File: config.mk
export PLATFORM = sky130hd
export DESIGN_NAME = snd_synth
export DESIGN_NICKNAME = d
export VERILOG_FILES = /design/src/rtl/snd_synth.sv
export SDC_FILE = /design/constraint.sdc
export NUM_CORES = 1
export LEC_CHECK = 0
export BUFFER_PORTS_ARGS = -buffer_cell sky130_fd_sc_hd__buf_4
export CAP_MARGIN = 20
export CORE_UTILIZATION = 60
export CTS_CLUSTER_SIZE = 28
export DETAILED_ROUTE_END_ITERATION = 8
export GPL_TIMING_DRIVEN = 1
export PLACE_DENSITY = 0.81
export SYNTH_ARGS = -nofsm -noshare
export SYNTH_HDL_FRONTEND = slang
export SYNTH_SLANG_ARGS = --single-unit
File: constraint.sdc
create_clock -name clk -period 10.5 [get_ports clk]
set_input_delay 2.1 -clock clk [delete_from_list [all_inputs] [get_ports clk]]
set_output_delay 2.1 -clock clk [all_outputs]
set_load 0.03 [all_outputs]
File: src/rtl/snd_synth.sv
// ============================================================================
//  Module   : snd_synth
//  Purpose  : CPU-written tone registers, NCH square-wave generators with
//             duration timers, and a mixer producing one unsigned PCM sample.
//  Revision : 1.0
// ============================================================================
`default_nettype none

module snd_synth #(
   parameter int NCH      = 4,
   parameter int TICK_DIV = 50,
   parameter int DUR_DIV  = 1000
) (
   input  logic             clk,
   input  logic             resetn,
   input  logic             snd_wen,
   input  logic [1:0]       w_param,
   input  logic [10:0]      w_index,
   input  logic [15:0]      w_val,
   output logic [7:0]       sample,
   output logic [NCH-1:0]   tone,
   output logic [NCH-1:0]   active
);

   localparam int c_PW = (TICK_DIV > 1) ? $clog2(TICK_DIV) : 1;
   localparam int c_DW = (DUR_DIV > 1) ? $clog2(DUR_DIV) : 1;
   localparam int c_SW = $clog2(15 * NCH + 1);
   localparam logic [c_PW-1:0]  c_PRESC_MAX  = c_PW'(TICK_DIV - 1);
   localparam logic [c_DW-1:0]  c_DPRESC_MAX = c_DW'(DUR_DIV - 1);
   localparam logic [c_SW+9:0]  c_SAMPLE_MAX = (c_SW + 10)'(255);

   logic [c_PW-1:0]   r_presc;
   logic [c_DW-1:0]   r_dpresc;
   logic              w_tick;
   logic              w_unit;
   logic [4*NCH-1:0]  w_vol_all;
   logic [c_SW-1:0]   w_sum;
   logic [c_SW+9:0]   w_wide;

   assign w_tick = (r_presc == c_PRESC_MAX);
   assign w_unit = w_tick && (r_dpresc == c_DPRESC_MAX);

   always_ff @(posedge clk or negedge resetn) begin
      if (!resetn) begin
         r_presc  <= '0;
         r_dpresc <= '0;
      end else begin
         if (w_tick) r_presc <= '0;
         else        r_presc <= r_presc + 1'b1;
         if (w_tick) begin
            if (w_unit) r_dpresc <= '0;
            else        r_dpresc <= r_dpresc + 1'b1;
         end
      end
   end

   for (genvar c = 0; c < NCH; c++) begin : g_ch
      logic [15:0] r_period;
      logic [15:0] r_dur;
      logic [15:0] r_phase;
      logic [3:0]  r_vol;
      logic        r_en;
      logic        r_tone;
      logic        w_hit;

      assign w_hit = snd_wen && (w_index == 11'(c));

      // Tick/unit updates first; a CPU write later in the block overrides them.
      always_ff @(posedge clk or negedge resetn) begin
         if (!resetn) begin
            r_period <= '0;
            r_dur    <= '0;
            r_phase  <= '0;
            r_vol    <= '0;
            r_en     <= 1'b0;
            r_tone   <= 1'b0;
         end else begin
            if (!r_en || (r_period == 16'd0)) begin
               r_tone  <= 1'b0;
               r_phase <= '0;
            end else if (w_tick) begin
               if (r_phase == 16'd0) begin
                  r_tone  <= ~r_tone;
                  r_phase <= r_period - 16'd1;
               end else begin
                  r_phase <= r_phase - 16'd1;
               end
            end

            if (w_unit && r_en && (r_dur != 16'd0) && !(w_hit && (w_param == 2'd2))) begin
               r_dur <= r_dur - 16'd1;
               if (r_dur == 16'd1) r_en <= 1'b0;
            end

            if (w_hit) begin
               case (w_param)
                  2'd0:    r_period <= w_val;
                  2'd1:    r_vol    <= w_val[3:0];
                  2'd2:    r_dur    <= w_val;
                  default: begin
                     r_en <= w_val[0];
                     if (w_val[1]) begin
                        r_phase <= '0;
                        r_tone  <= 1'b0;
                     end
                  end
               endcase
            end
         end
      end

      assign tone[c]            = r_tone;
      assign active[c]          = r_en;
      assign w_vol_all[4*c +: 4] = r_vol;
   end

   always_comb begin
      w_sum = '0;
      for (int i = 0; i < NCH; i++) begin
         if (tone[i]) w_sum = w_sum + c_SW'(w_vol_all[4*i +: 4]);
      end
   end

   assign w_wide = {8'd0, w_sum, 2'b00};

   always_ff @(posedge clk or negedge resetn) begin
      if (!resetn)                    sample <= '0;
      else if (w_wide > c_SAMPLE_MAX) sample <= 8'hFF;
      else                            sample <= w_wide[7:0];
   end

endmodule

`default_nettype wire

==> out/results.tsv, run 1 <==
metric	value	unit
commonest cells after routing, fill and taps aside	dfrtp_1, nor2_1, nand2_1, a21oi_1, mux2_2	
status	complete, no violations	
Cell variety after synth	87	
critical-path maximum fanout	17	
layout cells sized above 1	14.0	%
GRT Overall Usage	32.4	%
Final Util	67.4	%
worst slew pin tran	1.00	ns
Port Buffers	45	
H-tree levels	1	
Worst-Skew Late Latency	0.53	ns
final number of setup-violating endpoints	0	
DRT Pass-1 Iters	5	
Via density	6.56	
number of global-route vias before repair	11900	
Worst EP required	10.90	ns
WS Path Type	input port to flip-flop	
Worst setup startpoint	w_index[10]	
worst vdd ir	0.148	mV
Synth Instances	1525	
Final Hold Viols	0	
DRC	0	
Sink Count	238	
clk slew on worst S/H paths	0.06	ns
Worst Setup EP	g_ch[1].r_period[5]	
Final Cell Area	15800	µm²
CTS Hold Bufs	0	
Antenna Violating Nets Remaining	0	
Post-Syn Area	14300	µm²
worst hold slack	0.508	ns
Synth Register Bits	238	
most common cell after layout, fill and taps aside	dfrtp_1	
Post CTS Setup Buffer Count	0	
ys async rst share	100	%
layout net count	1600	
Final period util	40.6	%
Final Max Tran Viols	0	
R2R setup slack	6.47	ns
largest net degree at the start of global routing	96	
register area share after synthesis	41.8	%
Worst Reg-to-Reg Cells	15	
r2r endpoint	sample[7]	
Clock Skews	0.00967	ns
Crit path arrival time	4.66	ns
via count	12300	
fmax	0.235	GHz
Layout area overhead	10.6	%
DR WL/cell	20.5	µm
Tot Pwr	2.03	mW
Initial Util	60.9	%
total core area	23400	µm²
syn_area_per_cell	9.35	µm²
first-pass GRT wire length	62600	µm
CTS buffer count	26	
die width	156	µm
row count	56	
TNS Setup	0	ns
max_cap viols	0	
Relative slew margins	33.3	%
hpwl dp	24800	µm
Post-DP Area	14800	µm²
Pwr Density	128	nW/µm²
Worst Hold Class	flip-flop to flip-flop	
antenna cells	0	
Layout fillers	1777	
Post-synth EDFFs	0	
Max Buffers Root-to-Sink	3	
setup repair after global routing missed its margin	false	
root buf cell	clkbuf_16	
aggregate routed wire length	38400	µm
CTS tree	yes	
minimum clock period	4.26	ns
crit end category	flip-flop	
die area	24400	µm²
Chip Height	156	µm
Pleak	7.05	nW
synth warn	0	
initial antenna violation count	2	
gr ovfl total	0	
RD Place Congestion	0.925	
launch point of the worst reg-to-reg path	g_ch[0].r_tone	
Worst setup SP type	input port	
post-CTS sizing	0	
drt initial violations	1104	
Main synth FF type	dfrtp_1	
# IOs	48	
[metal layers]
metal	vias to the layer above	global-route usage [%]	wire (µm)
met4	4	11.2	1120
met5	-	0	23
met1	5979	43.9	16100
met2	517	52.4	18200
met3	97	5.61	3040
li1	5684	-	-
[stage by stage]
stage	setup WS [ns]	cells
3_3_place_gp	5.83	1822
2_1_floorplan	6.41	1526
5_1_grt	6.01	1872
3_5_place_dp	5.69	1822
4_1_cts	6.26	1869
6_report	6.24	1872
[final cells by class]
| type | count | area (µm²) | share of cell area [%] |
|---|---|---|---|
| Inverter | 26 | 97.6 | 0.619 |
| Clock inverter | 13 | 221 | 1.40 |
| Timing Repair Buffer | 64 | 518 | 3.28 |
| Clock buffer | 34 | 742 | 4.71 |
| Tap cell | 319 | 399 | 2.53 |
| Sequential cell | 238 | 5960 | 37.8 |
| Multi-Input combinational cell | 1178 | 7840 | 49.7 |
[logic make-up after synthesis]
family / Yosys count / share of synthesized area, %
AOI/OAI and AO/OA: 336 / 15.3
xor gates and xnor gates: 81 / 4.98
adders and majority gates: 36 / 3.28
buffers and inverters: 110 / 3.37
DFF: 238 / 41.8
muxes: 114 / 8.78
other: 1 / 0.0263
and+or+nand+nor: 609 / 22.5
[flip-flops by register name, indices dropped and copies added (netlist names)]
| register | flops |
|---|---|
| g_ch.r_dur | 64 |
| g_ch.r_en | 4 |
| g_ch.r_period | 64 |
| g_ch.r_phase | 64 |
| g_ch.r_tone | 4 |
| g_ch.r_vol | 16 |
| r_dpresc | 10 |
| r_presc | 6 |
| sample | 6 |
[worst min-delay path by stage]
stage,from,endpoint,slack (ns),depth (start not counted)
finish,g_ch[0].r_vol[2],g_ch[0].r_vol[2],0.51,1
global route,g_ch[0].r_vol[2],g_ch[0].r_vol[2],0.52,1
CTS,g_ch[0].r_vol[2],g_ch[0].r_vol[2],0.51,1
detailed placement,g_ch[0].r_vol[0],g_ch[0].r_vol[0],0.49,1
global placement,r_dpresc[2],r_dpresc[2],0.48,1
floorplan,r_dpresc[2],r_dpresc[2],0.47,1
[cell usage after synthesis, types with 7 or more instances]
cell type	instances	area, µm²
o21ai_1	30	150
nor2_1	160	601
xnor2_1	52	455
nor4_1	43	269
nand4_1	30	188
or3_1	24	150
mux2i_1	26	260
o31ai_1	11	82.6
nand2_1	115	432
o211ai_1	11	82.6
or2_2	13	81.3
xor2_1	29	254
inv_1	25	93.8
buf_4	10	75.1
a21oi_1	93	465
mux2_1	19	214
mux2_2	69	777
and4_1	7	61.3
a31oi_1	26	163
clkbuf_1	55	206
nor2b_1	9	56.3
or4_1	21	158
buf_2	12	60.1
a2111oi_0	10	87.6
dfrtp_1	238	5960
nand4b_1	14	123
nand3_1	37	185
a22oi_1	8	60.1
nor3_1	68	340
ha_1	31	388
and3_1	16	100
nand2b_1	9	56.3
o21ai_0	47	235
a211oi_1	30	225
[power breakdown]
group	internal (mW)	switching [mW]	leakage [nW]
combinational	0.0205	0.0536	3.54
clock	0.644	0.388	0.474
sequential	0.919	0.00197	3.03
total	1.58	0.443	7.05
[worst max-delay path, stage by stage]
cell and delay [ns]:
buf_4 0.11, nor4b_2 0.61, nand3_1 0.43, or4_1 0.95, mux2_1 0.46
Note: power is estimated with default switching activity, not from simulation.
==> inputs of run 2 (changes only) <==
--- a/config.mk
+++ b/config.mk
@@ -7,7 +7,7 @@
 export LEC_CHECK = 0
 export BUFFER_PORTS_ARGS = -buffer_cell sky130_fd_sc_hd__buf_4
 export CAP_MARGIN = 20
-export CORE_UTILIZATION = 60
+export CORE_UTILIZATION = 57
 export CTS_CLUSTER_SIZE = 28
 export DETAILED_ROUTE_END_ITERATION = 8
 export GPL_TIMING_DRIVEN = 1
==> constraint.sdc (replaced) <==
create_clock -name clk -period 3.7 [get_ports clk]
set_input_delay 0.74 -clock clk [delete_from_list [all_inputs] [get_ports clk]]
set_output_delay 0.74 -clock clk [all_outputs]
set_load 0.03 [all_outputs]
==> run 2 against run 1 <==
Compared with the run above: the flow now finishes with violations (negative setup slack); clock power increased to 2.8 times the previous value; die area increased by 5.2%; power increased to 2.8 times the previous value.
==> out/results.tsv, run 2 (synthesis gave the netlist of run 1 again) <==
metric	value	unit	change
Worst setup startpoint	g_ch[0].r_tone		was w_index[10]
minimum clock period	3.79	ns	
Max Buffers Root-to-Sink	3		unchanged
Final WS setup	-0.0859	ns	was 6.24 ns
antenna cells	0		unchanged
GRT Overall Usage	30.7	%	was 32.4%
H-tree levels	1		unchanged
Final Max Tran Viols	0		unchanged
die width	160	µm	was 156 µm
pre-CTS setup slack	-0.0522	ns	was 5.69 ns
CTS buffer count	26		unchanged
WS Path Type	flip-flop to flip-flop		was input port to flip-flop
TNS Setup	-0.0859	ns	was 0 ns
gr ovfl total	0		unchanged
commonest cells after routing, fill and taps aside	dfrtp_1, nor2_1, nand2_1, a21oi_1, buf_4		was dfrtp_1, nor2_1, nand2_1, a21oi_1, mux2_2
layout net count	1623		was 1600
non-filler cells, final	1900		was 1872
via count	12700		was 12300
DRC	0		unchanged
Chip Height	160	µm	was 156 µm
Clk network pwr share	50.8	%	was 50.9%
Tot Pwr	5.75	mW	was 2.03 mW
Logic pwr share	3.8	%	was 3.7%
Worst EP required	4.12	ns	was 10.90 ns
Worst Hold Class	input port to async pin		was flip-flop to flip-flop
Switching Fraction	22.0	%	was 21.9%
clk slew on worst S/H paths	0.07	ns	was 0.06 ns
Via density	6.66		was 6.56
row count	57		was 56
Final Util	66.1	%	was 67.4%
worst slew pin tran	0.938	ns	was 1.00 ns
Layout fillers	1832		was 1777
Final period util	102	%	
# IOs	48		unchanged
worst vdd ir	0.371	mV	was 0.148 mV
Pleak	7.17	nW	was 7.05 nW
Pwr Density	356	nW/µm²	was 128 nW/µm²
Initial Util	58.4	%	was 60.9%
Clock Skews	0.0189	ns	was 0.00967 ns
status	finished with violations		was complete, no violations
worst hold slack	0.184	ns	was 0.508 ns
Worst-Skew Late Latency	0.55	ns	was 0.53 ns
launch point of the worst reg-to-reg path	g_ch[0].r_tone		unchanged
Seq pwr share	45.5	%	was 45.4%
Antenna Violating Nets Remaining	0		unchanged
placed cells	1844		was 1822
die area	25600	µm²	was 24400 µm²
root buf cell	clkbuf_16		unchanged
drt initial violations	1040		was 1104
crit end category	flip-flop		unchanged
largest net degree at the start of global routing	84		was 96
RD Place Congestion	0.898		was 0.925
Crit path arrival time	4.20	ns	was 4.66 ns
number of global-route vias before repair	12300		was 11900
Layout area overhead	13.2	%	was 10.6%
Final Hold Viols	0		unchanged
hpwl dp	24800	µm	about the same
layout cells sized above 1	16.6	%	was 14.0%
Final Cell Area	16100	µm²	was 15800 µm²
most common cell after layout, fill and taps aside	dfrtp_1		unchanged
fmax	0.264	GHz	
Worst setup SP type	flip-flop		was input port
failing checks	negative setup slack		
DR WL/cell	20.8	µm	was 20.5 µm
Post-DP Area	14900	µm²	was 14800 µm²
Largest regs	g_ch.r_dur (64), g_ch.r_period (64), g_ch.r_phase (64)		unchanged
aggregate routed wire length	39600	µm	was 38400 µm
Int Pwr	4.49	mW	was 1.58 mW
total core area	24400	µm²	was 23400 µm²
Relative slew margins	37.2	%	was 33.3%
Sink Count	238		unchanged
initial antenna violation count	2		unchanged
Switching Power	1.26	mW	was 443 µW
max_cap viols	0		unchanged
Port Buffers	45		unchanged
final number of setup-violating endpoints	1		was 0
CTS tree	yes		unchanged
first-pass GRT wire length	63900	µm	was 62600 µm
DRT Pass-1 Iters	5		unchanged
critical-path maximum fanout	4		was 17
## run 2: cell type report
class	count	area (µm²)	share of cell area, %
Clock buffer	37	783	4.86
Clock inverter	10	184	1.14
Inverter	26	97.6	0.605
Multi-Input combinational cell	1178	8000	49.6
Sequential cell	238	5960	36.9
Tap cell	324	405	2.51
Timing Repair Buffer	87	711	4.41
## run 2: repair_timing
item,CTS,global route
resized for setup,4,24
endpoints found under the setup margin,1,2
setup buffers,2,7
hold buffers,0,0
pin swaps,3,15
## run 2: power by group through the flow
| stage | Sequential [mW] | Combinational (mW) | Clock (mW) |
|---|---|---|---|
| floorplan | 2.66 | 0.0684 | 0 |
| global placement | 2.66 | 0.210 | 0 |
| detailed placement | 2.66 | 0.214 | 0 |
| CTS | 2.61 | 0.214 | 2.93 |
| global route | 2.61 | 0.234 | 3.03 |
| finish | 2.61 | 0.217 | 2.92 |
## run 2: routing by layer
| layer | vias up | GRT usage [%] | wire, µm |
|---|---|---|---|
| li1 | 5725 | - | - |
| met1 | 6121 | 41.4 | 16000 |
| met2 | 691 | 49.7 | 18700 |
| met3 | 114 | 4.34 | 3590 |
| met4 | 0 | 12.8 | 1300 |
| met5 | - | 0 | 0 |
## run 2: worst max-delay path, cell delays in order (launching register included)
cell     delay (ns)
dfrtp_1        0.43
nand2_2        0.11
inv_1          0.06
ha_1           0.28
a21oi_1        0.08
maj3_1         0.37
xor2_1         0.16
a21oi_1        0.24
ha_1           0.33
and2_4         0.16
a22o_1         0.21
nor2_1         0.11
mux2_4         0.21
ha_4           0.22
o21ai_2        0.14
nor2_2         0.07
buf_4          0.14
buf_4          0.13
a21oi_1        0.17
nor3_2         0.05
## run 2: final timing paths
check | endpoint | slack, ns | depth (start not counted)
min | g_ch[1].r_phase[7] | 0.18 | 1
max reg2reg | sample[7] | -0.09 | 19
min in group clk | r_dpresc[2] | 0.51 | 1
min reg2reg | r_dpresc[2] | 0.51 | 1
max | sample[7] | -0.09 | 19
max in group asynchronous | g_ch[1].r_dur[1] | 2.68 | 2
